--- src/rtl/bp_pkg.sv ---
// Shared branch-predictor definitions: default sizes and the in-flight entry layout.
package bp_pkg;

  localparam int unsigned BP_PC_W  = 10;
  localparam int unsigned BP_DEPTH = 8;

  // One in-flight branch: its PC and the direction fetch predicted.
  typedef struct packed {
    logic [BP_PC_W-1:0] pc;
    logic               taken;
  } bp_entry_t;

  // Pointer width that stays legal for a single-entry queue.
  function automatic int unsigned ptr_width(input int unsigned depth);
    return (depth > 1) ? $clog2(depth) : 1;
  endfunction

endpackage

--- src/rtl/bp_entry_fifo.sv ---
// Circular entry store for in-flight branches with occupancy tracking and a synchronous flush.
// The caller guarantees pop only when non-empty and push only when not full or popping.
module bp_entry_fifo
  import bp_pkg::*;
#(
  parameter  int unsigned DEPTH = BP_DEPTH,
  localparam int unsigned PtrW  = ptr_width(DEPTH),
  localparam int unsigned CntW  = $clog2(DEPTH) + 1
) (
  input  logic            clock,
  input  logic            reset,
  input  logic            push,
  input  bp_entry_t       push_data,
  input  logic            pop,
  input  logic            flush,
  output bp_entry_t       head,
  output logic [CntW-1:0] occupancy,
  output logic            full,
  output logic            empty
);

  bp_entry_t       mem [DEPTH];
  logic [PtrW-1:0] head_q, head_d;
  logic [PtrW-1:0] tail_q, tail_d;
  logic [CntW-1:0] cnt_q, cnt_d;

  localparam logic [PtrW-1:0] LastPtr = PtrW'(DEPTH - 1);

  assign head      = mem[head_q];
  assign occupancy = cnt_q;
  assign full      = (cnt_q == CntW'(DEPTH));
  assign empty     = (cnt_q == '0);

  // Next pointers and count; flush empties the queue regardless of push/pop.
  always_comb begin
    head_d = head_q;
    tail_d = tail_q;
    cnt_d  = cnt_q;
    if (flush) begin
      head_d = '0;
      tail_d = '0;
      cnt_d  = '0;
    end else begin
      if (pop) begin
        head_d = (head_q == LastPtr) ? '0 : head_q + 1'b1;
      end
      if (push) begin
        tail_d = (tail_q == LastPtr) ? '0 : tail_q + 1'b1;
      end
      unique case ({push, pop})
        2'b10:   cnt_d = cnt_q + 1'b1;
        2'b01:   cnt_d = cnt_q - 1'b1;
        default: cnt_d = cnt_q;
      endcase
    end
  end

  // Pointer and count state.
  always_ff @(posedge clock or negedge reset) begin
    if (!reset) begin
      head_q <= '0;
      tail_q <= '0;
      cnt_q  <= '0;
    end else begin
      head_q <= head_d;
      tail_q <= tail_d;
      cnt_q  <= cnt_d;
    end
  end

  // Entry storage is not reset; occupancy alone decides which slots are live.
  always_ff @(posedge clock) begin
    if (push && !flush) begin
      mem[tail_q] <= push_data;
    end
  end

endmodule

--- src/rtl/branch_resolve_queue.sv ---
// In-order branch resolution queue: holds predicted branches from fetch, compares each against
// the execute outcome, and emits registered predictor-update and flush strobes.
// PC_W must match the entry layout in bp_pkg.
module branch_resolve_queue
  import bp_pkg::*;
#(
  parameter  int unsigned PC_W  = BP_PC_W,
  parameter  int unsigned DEPTH = BP_DEPTH,
  localparam int unsigned CntW  = $clog2(DEPTH) + 1
) (
  input  logic            clock,
  input  logic            reset,
  input  logic            pred_valid,
  input  logic [PC_W-1:0] pred_pc,
  input  logic            pred_taken,
  output logic            pred_ready,
  input  logic            res_valid,
  input  logic            res_taken,
  output logic            upd_valid,
  output logic [PC_W-1:0] upd_pc,
  output logic            upd_taken,
  output logic            mispredict,
  output logic            res_err,
  output logic [CntW-1:0] occupancy,
  output logic [15:0]     miss_count
);

  bp_entry_t head, push_data;
  logic      fifo_full, fifo_empty;
  logic      retire, miss, push;

  logic            upd_valid_q, upd_taken_q, mispredict_q, res_err_q;
  logic [PC_W-1:0] upd_pc_q;
  logic [15:0]     miss_count_q;

  assign pred_ready = ~fifo_full;

  // Retirement decode. At full, a correctly predicted retirement frees the head slot on the same
  // edge, so a waiting branch is taken and occupancy holds; a mispredict discards everything.
  always_comb begin
    retire          = res_valid & ~fifo_empty;
    miss            = retire & (res_taken != head.taken);
    push            = pred_valid & ~miss & (~fifo_full | retire);
    push_data.pc    = pred_pc;
    push_data.taken = pred_taken;
  end

  bp_entry_fifo #(
    .DEPTH (DEPTH)
  ) u_fifo (
    .clock     (clock),
    .reset     (reset),
    .push      (push),
    .push_data (push_data),
    .pop       (retire),
    .flush     (miss),
    .head      (head),
    .occupancy (occupancy),
    .full      (fifo_full),
    .empty     (fifo_empty)
  );

  // Registered update/flush/error strobes, one cycle after the resolving edge.
  always_ff @(posedge clock or negedge reset) begin
    if (!reset) begin
      upd_valid_q  <= 1'b0;
      upd_pc_q     <= '0;
      upd_taken_q  <= 1'b0;
      mispredict_q <= 1'b0;
      res_err_q    <= 1'b0;
    end else begin
      upd_valid_q  <= retire;
      mispredict_q <= miss;
      res_err_q    <= res_valid & fifo_empty;
      if (retire) begin
        upd_pc_q    <= head.pc;
        upd_taken_q <= res_taken;
      end
    end
  end

  // Saturating mispredict total, advancing together with the mispredict strobe.
  always_ff @(posedge clock or negedge reset) begin
    if (!reset) begin
      miss_count_q <= '0;
    end else if (miss && (miss_count_q != 16'hFFFF)) begin
      miss_count_q <= miss_count_q + 16'd1;
    end
  end

  assign upd_valid  = upd_valid_q;
  assign upd_pc     = upd_pc_q;
  assign upd_taken  = upd_taken_q;
  assign mispredict = mispredict_q;
  assign res_err    = res_err_q;
  assign miss_count = miss_count_q;

endmodule
--- config.mk ---
export PLATFORM = sky130hd
export DESIGN_NAME = branch_resolve_queue
export DESIGN_NICKNAME = d
export VERILOG_FILES = /design/src/rtl/bp_pkg.sv /design/src/rtl/bp_entry_fifo.sv /design/src/rtl/branch_resolve_queue.sv
export SDC_FILE = /design/constraint.sdc
export NUM_CORES = 1
export LEC_CHECK = 0
export ABC_AREA = 1
export CELL_PAD_IN_SITES_DETAIL_PLACEMENT = 0
export CELL_PAD_IN_SITES_GLOBAL_PLACEMENT = 1
export CORE_ASPECT_RATIO = 0.6
export CORE_MARGIN = 2
export CORE_UTILIZATION = 30
export DETAILED_ROUTE_END_ITERATION = 8
export PLACE_DENSITY = 0.54
export SYNTH_ARGS = -nofsm -noshare
export SYNTH_HDL_FRONTEND = slang
export SYNTH_SLANG_ARGS = --single-unit
--- constraint.sdc ---
create_clock -name clock -period 4.05 [get_ports clock]
set_input_delay 1.0125 -clock clock [delete_from_list [all_inputs] [get_ports clock]]
set_output_delay 1.0125 -clock clock [all_outputs]
set_load 0.02 [all_outputs]
==> flow_summary_export.csv <==
group,metric,value,unit
die,rows,37,
cells_and_area,stdcell_count,766,
clocking,clock_path_buffers,2,
global_route,grtUsageTotal,15.5,%
timing,setup_viol,0,
clocking,hold_buffers,0,
timing,min_period,2.79,ns
global_route,grt_pass1_wl,21.1,mm
clocking,numCtsBuffers,17,
route,vias,3601,
synthesis,synth_area,0.00537,mm2
timing,worst-slew-pin-transition,0.928,ns
die,dieWidth,177,um
die,start_util,31.0,%
timing,skew,0.0106,ns
route,first_pass_iters,4,
clocking,cts.clk_slew.worst_paths,0.06,ns
hold_path,hold_depth,2,
worst_setup_path,crit_type,"input port to flip-flop",
place,place.gp.congestion,0.760,
route,wl_per_cell,17.9,um
synthesis,synth_cells,455,
worst_setup_path,startpoint,"res_valid",
timing,fin_crit_sh,68.8,%
cells_and_area,layout-drive-gt1-share,13.0,%
cells_and_area,final_cell_mix,"edfxtp_1 (88), nand2_1 (70), nor2_1 (56), clkdlybuf4s50_1 (49), o21ai_0 (47)",
hold_path,hold_path_class,"flip-flop to flip-flop",
timing,finalHoldViolCount,0,
worst_setup_path,start_kind,"input port",
synthesis,synth-seq-cells,128,
place,dp_hpwl,9.58,mm
clocking,clkLatencyLatePin,0.41,ns
status,outcome,"complete, no violations",
power_and_ir_drop,power.leakage,2.59,nW
worst_setup_path,reg2reg_depth,15,
power_and_ir_drop,finalPower,4.88,mW
clocking,cts_setup_buffers,0,
cells_and_area,nets,541,
worst_setup_path,endpoint,"u_fifo.occupancy[2]$_DFFE_PN0P_",
die,ios,51,
route,wl_met3,821,um
clocking,h-tree-depth,4,
timing,finalWorstSetupSlack,1.26,ns
global_route,grt_pass1_vias,3604,
place,io_buffers,50,
timing,maxSlewViolCount,0,
hold_path,hold_start,"upd_pc[7]$_DFFE_PN0P_",
power_and_ir_drop,power_density,724,mW/mm2
clocking,cts_tree,"yes",
place,placed_cells,733,
synthesis,netlist-cell-type-count,33,
power_and_ir_drop,peakVddDrop,0.282,mV
global_route,antenna_found_initial,3,
clocking,cts_resized,0,
timing,clock.fmax,359,MHz
timing,rsz0062_at_grt,"false",
route,wl_met1,6.92,mm
worst_setup_path,r2r-end,"u_fifo.occupancy[2]$_DFFE_PN0P_",
route,avgViaCountPerCell,4.70,
synthesis,synth_top_area_cell,"edfxtp_1",
route,top_layer,"met4",
synthesis,yosys_warnings,0,
synthesis,synth.top_cell.area_share,49.2,%
global_route,grt_max_degree,47,
clocking,clock_sinks,128,
route,wl_met2,5.81,mm
die,die_area,0.0190,mm2
die,fp.coreArea,0.0173,mm2
die,die_h,108,um
synthesis,syn_area_per_cell,11.8,um2
clocking,cts_root_buf,"clkbuf_16",
route,finalWirelength,13.7,mm
timing,maxSlewHeadroom,38.1,%
flow_run,drv_cap,0,
place,dp_slack,0.834,ns
cells_and_area,layout_commonest_cell,"edfxtp_1",
worst_setup_path,cp_max_fo,19,
worst_setup_path,cp-end-kind,"flip-flop",
worst_setup_path,critical_path_required,4.34,ns
worst_setup_path,crit_arrival,3.07,ns
global_route,grt_overflow,0,
worst_setup_path,crit-reg2reg-launch,"u_fifo.head_q[0]$_DFFE_PN0P_",
worst_setup_path,r2r_slack,1.43,ns
synthesis,synth_nets,478,
cells_and_area,multiInputGateArea,0.00151,mm2
route,drt_iter0_drc,261,
cells_and_area,utilization,38.9,%
route,detail-route-antenna-nets,0,
cells_and_area,fillerInstances,1695,
cells_and_area,seq_area,0.00364,mm2
route,drc,0,
synthesis,yosys-top-cells-area,"edfxtp_1 (49%), dfrtp_1 (19%), nand2_1 (4.9%)",
cells_and_area,syn_to_final_growth,25.4,%
synthesis,ys_seq_area_share,67.8,%
timing,fin_tns_setup,0,ns
-- Yosys cell counts --
library cell	n
a21oi_2	1
nand4_1	2
inv_8	1
o211ai_1	10
nor2_2	1
clkinv_4	1
o22ai_1	12
inv_2	2
o221ai_1	10
ha_1	7
dfrtp_1	40
edfxtp_1	88
nand3_2	4
xnor2_1	7
nor3_2	3
nor2_8	1
clkbuf_1	14
buf_1	2
o21ai_1	2
inv_1	32
xor2_1	8
inv_4	1
nand3_1	18
o21ai_0	47
nor2_4	2
nand2_8	1
nand2_2	7
nor2_1	56
nand3b_1	2
buf_6	1
a21oi_4	1
nand2_1	70
nor3_1	1
-- through the flow --
stage	hold WS [ns]	instance area, um2
floorplan	0.558	5370
global placement	0.469	6170
detailed placement	0.467	6170
CTS	0.483	6740
global route	0.498	6740
finish	0.477	6740
-- sequential cells by signal (all words and copies together) (netlist names) --
register / cells
upd_valid: 1
res_err: 1
mispredict: 1
upd_taken: 1
u_fifo.occupancy: 4
u_fifo.tail_q: 3
u_fifo.mem: 88
u_fifo.head_q: 3
miss_count: 16
upd_pc: 10
-- logic make-up (layout without fill, tap and decap cells) --
kind of cell	count (synthesis)	in the layout	synth area share [%]
other	0	1	0
buffers and inverters	54	130	4.19
AO/OA/AOI/OAI	83	83	9.45
AND/OR/NAND/NOR	168	168	14.5
flip-flops	128	128	67.8
adder cells (fa/ha/maj)	7	7	1.63
XOR/XNOR	15	15	2.44
-- critical path: stages --
cell and delay, ns:
clkdlybuf4s50_1 0.49, nand2_2 0.24, inv_2 0.37, o21ai_0 0.23, nand2_1 0.13, nand2_1 0.06
inv_1 0.05, ha_1 0.13, inv_1 0.04, nand2_1 0.06, xor2_1 0.15, o22ai_1 0.09
-- per-layer routing --
metal / vias up / global-route usage (%)
met4: 0 / 5.02
li1: 1716 / -
met5: - / 0
met1: 1778 / 22.9
met3: 11 / 4.24
met2: 96 / 21.9
-- worst min path at each step --
stage,endpoint
final,upd_pc[7]$_DFFE_PN0P_
after global routing,upd_pc[3]$_DFFE_PN0P_
after CTS,upd_pc[3]$_DFFE_PN0P_
after detailed placement,upd_pc[3]$_DFFE_PN0P_
after global placement,upd_pc[1]$_DFFE_PN0P_
after floorplan,u_fifo.tail_q[0]$_DFFE_PN0P_
-- cell type report --
type	count	share of cell area, %
tap	234	4.35
sequential	128	54.1
inverter	37	2.28
antenna	1	0.0371
clock buffer	17	6.31
clock inverter	15	2.02
timing repair buffer	61	8.58
multi-input combinational	273	22.3
-- where the power goes --
| group | switching [mW] | internal (mW) |
|---|---|---|
| Clock | 0.602 | 0.850 |
| Sequential | 0.132 | 1.65 |
| Combinational | 1.07 | 0.574 |
| Total | 1.81 | 3.07 |
Note: power is estimated with default switching activity, not from simulation.
